`config.mk`:
```
export PLATFORM = sky130hd
export DESIGN_NAME = dmem_arbiter
export DESIGN_NICKNAME = d
export VERILOG_FILES = /design/src/rtl/dmem_arbiter.sv
export SDC_FILE = /design/constraint.sdc
export NUM_CORES = 1
export LEC_CHECK = 0
export CORE_AREA = 2 2 101 103
export DETAILED_ROUTE_END_ITERATION = 16
export DIE_AREA = 0 0 103 105
export HOLD_SLACK_MARGIN = 0.03
export PLACE_DENSITY = 0.81
export SKIP_LAST_GASP = 1
export SLEW_MARGIN = 20
export SYNTH_ARGS = -nofsm -noshare
export SYNTH_HDL_FRONTEND = slang
export SYNTH_SLANG_ARGS = --single-unit
```
`constraint.sdc`:
```
create_clock -name clk -period 3.82 [get_ports clk]
set_clock_uncertainty 0.05 [all_clocks]
set_input_delay 0.382 -clock clk [delete_from_list [all_inputs] [get_ports clk]]
set_output_delay 0.382 -clock clk [all_outputs]
set_load 0.02 [all_outputs]
```
`src/rtl/dmem_arbiter.sv`:
```
// dmem_arbiter: shares one data memory port between the core and a debug/loader
// port. Round-robin arbitration with a debug lock, a one-cycle read wait state and
// a one-cycle error response for misaligned accesses.
module dmem_arbiter #(
  parameter int ADDR_W = 5,
  parameter int DATA_W = 32
) (
  input  logic              clk,
  input  logic              rst_n,
  // core port
  input  logic              c_req,
  input  logic              c_we,
  input  logic [ADDR_W-1:0] c_addr,
  input  logic [2:0]        c_len,
  input  logic [DATA_W-1:0] c_wdata,
  output logic              c_gnt,
  output logic              c_stall,
  output logic              c_rvalid,
  output logic              c_err,
  output logic [DATA_W-1:0] c_rdata,
  // debug / loader port
  input  logic              d_req,
  input  logic              d_we,
  input  logic              d_lock,
  input  logic [ADDR_W-1:0] d_addr,
  input  logic [2:0]        d_len,
  input  logic [DATA_W-1:0] d_wdata,
  output logic              d_gnt,
  output logic              d_rvalid,
  output logic              d_err,
  output logic [DATA_W-1:0] d_rdata,
  // data memory
  output logic [ADDR_W-1:0] m_addr,
  output logic [DATA_W-1:0] m_in,
  output logic [2:0]        m_len,
  output logic              m_read,
  output logic              m_write,
  output logic              m_ce,
  input  logic [DATA_W-1:0] m_out
);

  localparam logic [1:0] IDLE    = 2'd0;
  localparam logic [1:0] RD_WAIT = 2'd1;
  localparam logic [1:0] ERR_RSP = 2'd2;

  logic [1:0]        state_q, state_d;
  logic              last_core_q;
  logic              lock_q;
  logic              owner_dbg_q;
  logic [DATA_W-1:0] c_rdata_q, d_rdata_q;

  logic              lock_active;
  logic              core_elig;
  logic              grant_core, grant_dbg, any_gnt;
  logic [ADDR_W-1:0] sel_addr;
  logic [2:0]        sel_len;
  logic              sel_we;
  logic [DATA_W-1:0] sel_wdata;
  logic              sel_aligned;
  logic              access_ok;
  logic              rsp_active;
  logic [DATA_W-1:0] rsp_data;

  // Byte accesses are always aligned; halfwords need addr[0]=0, words addr[1:0]=0.
  function automatic logic is_aligned(input logic [2:0] len, input logic [1:0] lo);
    logic ok;
    case (len)
      3'b001, 3'b101: ok = 1'b1;
      3'b010, 3'b110: ok = ~lo[0];
      default:        ok = (lo == 2'b00);
    endcase
    return ok;
  endfunction

  // The lock only holds while the debug port keeps d_lock asserted.
  assign lock_active = lock_q & d_lock;
  assign core_elig   = c_req & ~lock_active;

  // Grant selection: only in IDLE and out of reset; round-robin on contention.
  always_comb begin
    grant_core = 1'b0;
    grant_dbg  = 1'b0;
    if (rst_n && (state_q == IDLE)) begin
      if (core_elig && d_req) begin
        if (last_core_q) grant_dbg  = 1'b1;
        else             grant_core = 1'b1;
      end else if (core_elig) begin
        grant_core = 1'b1;
      end else if (d_req) begin
        grant_dbg = 1'b1;
      end
    end
  end

  assign any_gnt   = grant_core | grant_dbg;
  assign sel_addr  = grant_dbg ? d_addr  : c_addr;
  assign sel_len   = grant_dbg ? d_len   : c_len;
  assign sel_we    = grant_dbg ? d_we    : c_we;
  assign sel_wdata = grant_dbg ? d_wdata : c_wdata;

  assign sel_aligned = is_aligned(sel_len, sel_addr[1:0]);
  assign access_ok   = any_gnt & sel_aligned;

  assign c_gnt   = grant_core;
  assign d_gnt   = grant_dbg;
  assign c_stall = c_req & ~grant_core;

  assign m_ce    = access_ok;
  assign m_write = access_ok & sel_we;
  assign m_read  = access_ok & ~sel_we;
  assign m_addr  = access_ok ? sel_addr  : '0;
  assign m_in    = access_ok ? sel_wdata : '0;
  assign m_len   = access_ok ? sel_len   : 3'b000;

  // Next-state: reads and misaligned accesses spend one response cycle.
  always_comb begin
    state_d = IDLE;
    case (state_q)
      IDLE: begin
        if (any_gnt && !sel_aligned) state_d = ERR_RSP;
        else if (any_gnt && !sel_we) state_d = RD_WAIT;
        else                         state_d = IDLE;
      end
      RD_WAIT: state_d = IDLE;
      ERR_RSP: state_d = IDLE;
      default: state_d = IDLE;
    endcase
  end

  // FSM, arbitration pointer, lock and response owner registers.
  always_ff @(posedge clk or negedge rst_n) begin
    if (!rst_n) begin
      state_q     <= IDLE;
      last_core_q <= 1'b0;
      lock_q      <= 1'b0;
      owner_dbg_q <= 1'b0;
    end else begin
      state_q <= state_d;
      if (any_gnt) begin
        last_core_q <= grant_core;
        owner_dbg_q <= grant_dbg;
      end
      lock_q <= d_lock ? (lock_q | grant_dbg) : 1'b0;
    end
  end

  assign rsp_active = (state_q == RD_WAIT) || (state_q == ERR_RSP);
  assign rsp_data   = (state_q == RD_WAIT) ? m_out : '0;

  // Hold the last response data per port until that port's next response.
  always_ff @(posedge clk or negedge rst_n) begin
    if (!rst_n) begin
      c_rdata_q <= '0;
      d_rdata_q <= '0;
    end else if (rsp_active) begin
      if (owner_dbg_q) d_rdata_q <= rsp_data;
      else             c_rdata_q <= rsp_data;
    end
  end

  assign c_rvalid = rsp_active & ~owner_dbg_q;
  assign d_rvalid = rsp_active &  owner_dbg_q;
  assign c_err    = (state_q == ERR_RSP) & ~owner_dbg_q;
  assign d_err    = (state_q == ERR_RSP) &  owner_dbg_q;
  assign c_rdata  = c_rvalid ? rsp_data : c_rdata_q;
  assign d_rdata  = d_rvalid ? rsp_data : d_rdata_q;

endmodule

```
# Word-level counts from Yosys, hierarchy flattened
# Cells that the tools add are included.
# Widths: inputs -> output; s select.
dict set report word_totals {
  register_bits 69
  output_inout_bits 114
  elab_cells 66
}
dict set report classes {
  eq_ne 6
  mux 24
  bitwise_logic 17
  reduce_logical 13
}
# op n
set ops {}
lappend ops {{$mux 32} 5}
lappend ops {{$mux 1} 12}
lappend ops {{$and 1x1->1} 10}
lappend ops {{$mux 5} 2}
lappend ops {{$eq 3x3->1 const B} 2}
lappend ops {{$mux 3} 2}
lappend ops {{$not 1->1} 5}
lappend ops {{$logic_and 1x1->1} 4}
lappend ops {{$logic_not 2->1} 2}
lappend ops {{$mux 2} 2}
lappend ops {{$reduce_and 2->1} 2}
lappend ops {{$reduce_or 2->1} 2}
lappend ops {{$eq 3x1->1 const B} 1}
lappend ops {{$eq 3x2->1 const B} 1}
lappend ops {{$eq 2x1->1 const B} 1}
lappend ops {{$eq 2x2->1 const B} 1}
lappend ops {{$logic_not 1->1} 2}
lappend ops {{$or 1x1->1} 2}
lappend ops {{$pmux 1 s2} 1}
lappend ops {{$logic_or 1x1->1} 1}

# Depth between registers and ports, before layout
dict set report depth {
  ltp_word 14
  depth_mapped 13
  ltp_nobuf 11
}

# Least setup slack after synthesis
# Ideal clock, no wire load.
dict set report synth_timing {
  path_kind {flip-flop to output port}
  startpoint {register state_q[0]}
  endpoint {output m_addr[1]}
  arrival_ps 3055
  slack_ps 333
  path_stages_with_launch 14
  n_path_buf 2
  cell_sequence {dfrtp_1 -> inv_1 -> ha_1 -> and3_1 -> o21ai_4 -> buf_4 -> mux2i_1 -> inv_1 -> ha_1 -> nor2_1 -> a2111oi_1 -> a211oi_2 -> buf_2 -> nor3_1}
}
dict set report synth_via {
  elab_chain_len 9
  elab_cells_between_ends 18
  classes_between {4 x eq/ne; 6 x mux; 3 x bitwise; 5 x reduce/logical}
}
# element line_no
set synth_lines {}
lappend synth_lines {{start, declared} 46} ;# logic [1:0] state_q, state_d;
lappend synth_lines {{start signal, assigned} 138} ;# state_q <= state_d;
lappend synth_lines {{$logic_not 2->1 (*)} 83} ;# if (rst_n && (state_q == IDLE)) begin
lappend synth_lines {{$logic_and 1x1->1 (*)} 83}
lappend synth_lines {{$mux 1} 83}
lappend synth_lines {{$mux 3} 97} ;# assign sel_len = grant_dbg ? d_len : c_len;
lappend synth_lines {{$eq 3x2->1, or another cell as far along} 67} ;# case (len)
lappend synth_lines {{$reduce_or 2->1} 67}
lappend synth_lines {{$pmux 1 s2} 67}
lappend synth_lines {{$and 1x1->1} 102} ;# assign access_ok = any_gnt & sel_aligned;
lappend synth_lines {{$mux 5 (*)} 111} ;# assign m_addr = access_ok ? sel_addr : '0;
lappend synth_lines {{end, declared} 33} ;# output logic [ADDR_W-1:0] m_addr,
# Every way passes the cells marked *; elsewhere a longest branch is shown, timed or not.

# Worst setup path in the final report
dict set report layout_timing {
  startpoint {input c_req}
  endpoint {output m_in[21]}
}
dict set report layout_via {
  elab_chain_len 10
  elab_cells_between_ends 23
  classes_between {4 x eq/ne; 11 x mux; 4 x bitwise; 4 x reduce/logical}
}
# element line_no
set layout_lines {}
lappend layout_lines {{start, declared} 11} ;# input logic c_req,
lappend layout_lines {{$and 1x1->1 (*)} 77} ;# assign core_elig = c_req & ~lock_active;
lappend layout_lines {{$mux 1 or $logic_and 1x1->1 (tied branches)} {87, 84}}
lappend layout_lines {{$mux 1} 84} ;# if (core_elig && d_req) begin
lappend layout_lines {{$mux 1} 83}
lappend layout_lines {{$mux 3} 97}
lappend layout_lines {{$eq 3x2->1, or another cell as far along} 67}
lappend layout_lines {{$reduce_or 2->1} 67}
lappend layout_lines {{$pmux 1 s2} 67}
lappend layout_lines {{$and 1x1->1} 102}
lappend layout_lines {{$mux 32 (*)} 112} ;# assign m_in = access_ok ? sel_wdata : '0;
lappend layout_lines {{end, declared} 34} ;# output logic [DATA_W-1:0] m_in,
# Marks and branches as above.

==> out/qor.csv <==
metric;value;unit
status;completed;
min_period;3.79;ns
drc;0;
cts_buffers;9;
synth-edff-count;0;
dp_slack;-0.341;ns
ys_ff_latch;69;
final_max_slew_viol_count;0;
clkPwrFrac;26.7;%
cts_setup_buffers;0;
layout.nets;739;
holdBufCountCts;0;
grt_pass1_wl;18400;microns
cts_tree;yes;
tns;0;ns
root_buffer;clkbuf_8;
critPathBufInv;5;
crit_path_start_kind;input port;
path_cells;clkdlybuf4s50_1, a21bo_2, o21ai_4, mux2i_1, inv_1, ha_1, nor2_1, a2111oi_2, buf_4, a211oi_4, buf_12, nor3_2, dlygate4sd2_1;
hold_path_class;in2async;
synth_warnings;0;
dp_hpwl;9350;microns
ys_seq_area_share;50.1;%
critPathKind;in2out;
ir_drop;0.000167;V
setup_viol;0;
dieArea;10800;sq um
max_cap_violations;0;
p_per_area;415;nW/um^2
grt.total_usage;21.7;%
synthArstFlopShare;100;%
synth_cell_types;29;
p_leak;2.78;nW
vias;3637;
p_sw_share;35.2;%
synthCells;384;
hold_viol_final;0;
synth_nets;508;
clock.fmax;0.264;GHz
fillerInstances;853;
seqPwrFrac;33.9;%
finalPower;2.52;mW
max-slew-margin-rel;33.6;%
cp.arrival;3.36;ns
crit_family;buffers and inverters;
row_count;36;
drive_above_1_share;13.4;%
drtIter0Drc;118;
period_share;99.2;%
critical_path.max_stage_delay;0.49;ns
routedWlPerCell;15.7;microns
power.switching;0.888;mW
io_buffers;232;
clk_pin_slew;0.08;ns
synth_top_area_cell;dfrtp_1;
dr.max_layer_used;met4;
cts_max_level;3;
initial_core_util;35.8;%
seq_area;1730;sq um
core_area;9640;sq um
grt_max_degree;72;
required;3.39;ns
die_w;103;microns
met1_length;4320;microns
dp_cells;737;
grt_pass1_vias;3771;
grt_antenna_before_repair;0;
drtPass1Iterations;4;
overflow;0;
cts_max_path_buffers;2;
syn_avg_cell_area;8.98;sq um
clock_sinks;69;
crit_fanout;22;
netlist_area;3450;sq um
rsz0062_at_grt;true;
wl_met2;6230;microns
gp_congestion;0.854;
yosys-top-cells-area;dfrtp_1, mux2i_1, nand2_1, o21ai_0, nor3_1;
internal_power;1.64;mW
syn_to_final_growth;76.2;%
drt_wl_total;11800;microns
multiInputGateArea;1610;sq um
diodes;0;
synth_top_area_share;50.1;%
vias_per_cell;4.83;
fin_ws;0.0317;ns
worst_pin_slew;0.993;ns
cp_slowest_cell;clkdlybuf4s50_1;
drt.antenna.violating_nets;0;
die_h;105;microns
post_layout_nonfiller_instances;753;
ios;233;
worst_setup_path_end_kind;output pin;
wl_met3;1010;microns
combPwrFrac;39.5;%
worstSkewPairLatency;0.34;ns
synthFlopType;dfrtp_1;
## layout by cell type (no fill, tap or decap), types with 2 or more instances in the layout
master and n:
o21ai_0 68, mux2i_1 39, buf_12 4, nand2_1 99, a211o_1 2, buf_2 6
ha_1 5, nor3_2 3, inv_1 8, buf_4 14, dlygate4sd2_1 7, o21a_1 2
dfrtp_1 69, and2_1 2, inv_6 3, clkbuf_2 29, bufinv_16 2, clkbuf_8 9
nor2_1 3, clkdlybuf4s50_1 188, nor3_1 39
## final timing paths
| path | endpoint | slack, ns | depth (start not counted) | startpoint |
|---|---|---|---|---|
| worst max-delay path | m_in[21] | 0.03 | 13 | c_req |
| worst min-delay path | d_rdata_q[10] | 0.23 | 2 | rst_n |
| worst max register to register | state_q[0] | 1.05 | 13 | state_q[0] |
| worst min register to register | c_rdata_q[8] | 0.45 | 2 | c_rdata_q[8] |
| max in group asynchronous | d_rdata_q[25] | 2.93 | 2 | rst_n |
| min in group clk | last_core_q | 0.45 | 3 | rst_n |
## layer usage
layer | vias up | GRT usage [%]
li1 | 1769 | -
met1 | 1692 | 22.6
met3 | 20 | 7.09
met4 | 0 | 8.74
met5 | - | 0
met2 | 156 | 39.3
## timing repair
| item | CTS | global route |
|---|---|---|
| pin swaps | 0 | 1 |
| setup endpoints to repair | 43 | 43 |
| resized for setup | 67 | 96 |
| hold endpoints to repair | 0 | 0 |
## Yosys cell counts (3+ instances only)
cell,number
buf_2,11
clkbuf_1,16
dfrtp_1,69
ha_1,5
inv_1,8
mux2i_1,40
nand2_1,100
nor2_1,3
nor3_1,42
o21ai_0,68
## power groups by stage
stage | logic [mW] | clock network, mW | registers (mW)
after global placement | 1.01 | 0 | 0.864
after CTS | 1.01 | 0.690 | 0.855
after floorplan | 0.506 | 0 | 0.860
final | 0.997 | 0.673 | 0.855
after global routing | 1.07 | 0.724 | 0.864
after detailed placement | 1.03 | 0 | 0.870
## sequential cells by signal (all words and copies together), names as in the netlist
register / flops
state_q: 2
owner_dbg_q: 1
lock_q: 1
c_rdata_q: 32
last_core_q: 1
d_rdata_q: 32
## kinds of logic after synthesis
| group | share of synthesized area, % |
|---|---|
| AO/OA/AOI/OAI | 13.0 |
| adder cells (fa/ha/maj) | 1.81 |
| buffers and inverters | 4.64 |
| flip-flops | 50.1 |
| multiplexers | 11.9 |
| AND/OR/NAND/NOR | 18.6 |
## area by class of cell
type	count	area share (%)
Sequential cell	69	28.4
Inverter	9	0.556
Clock inverter	7	1.73
Multi-Input combinational cell	277	26.4
Timing Repair Buffer	249	38.1
Clock buffer	9	2.04
Tap cell	133	2.74
## per-stage QoR
stage	hold WS, ns	cell area [sq um]	util [%]
after floorplan	0.0364	3450	-
after global placement	0.422	6000	62.3
after detailed placement	0.430	6000	62.3
after CTS	0.266	6200	64.3
after global routing	0.314	6080	63.0
final	0.234	6080	63.0
## worst register-to-register path, stage by stage (launching register included)
cell and delay [ns]:
dfrtp_1 0.35, inv_1 0.07, ha_1 0.23, and3_1 0.23, o21ai_4 0.10, mux2i_1 0.26
inv_1 0.07, ha_1 0.30, nor2_1 0.07, a2111oi_2 0.35, buf_4 0.18, a211oi_4 0.05
buf_12 0.17, nor3_1 0.21
No activity file was read; power rests on OpenSTA's default activity.
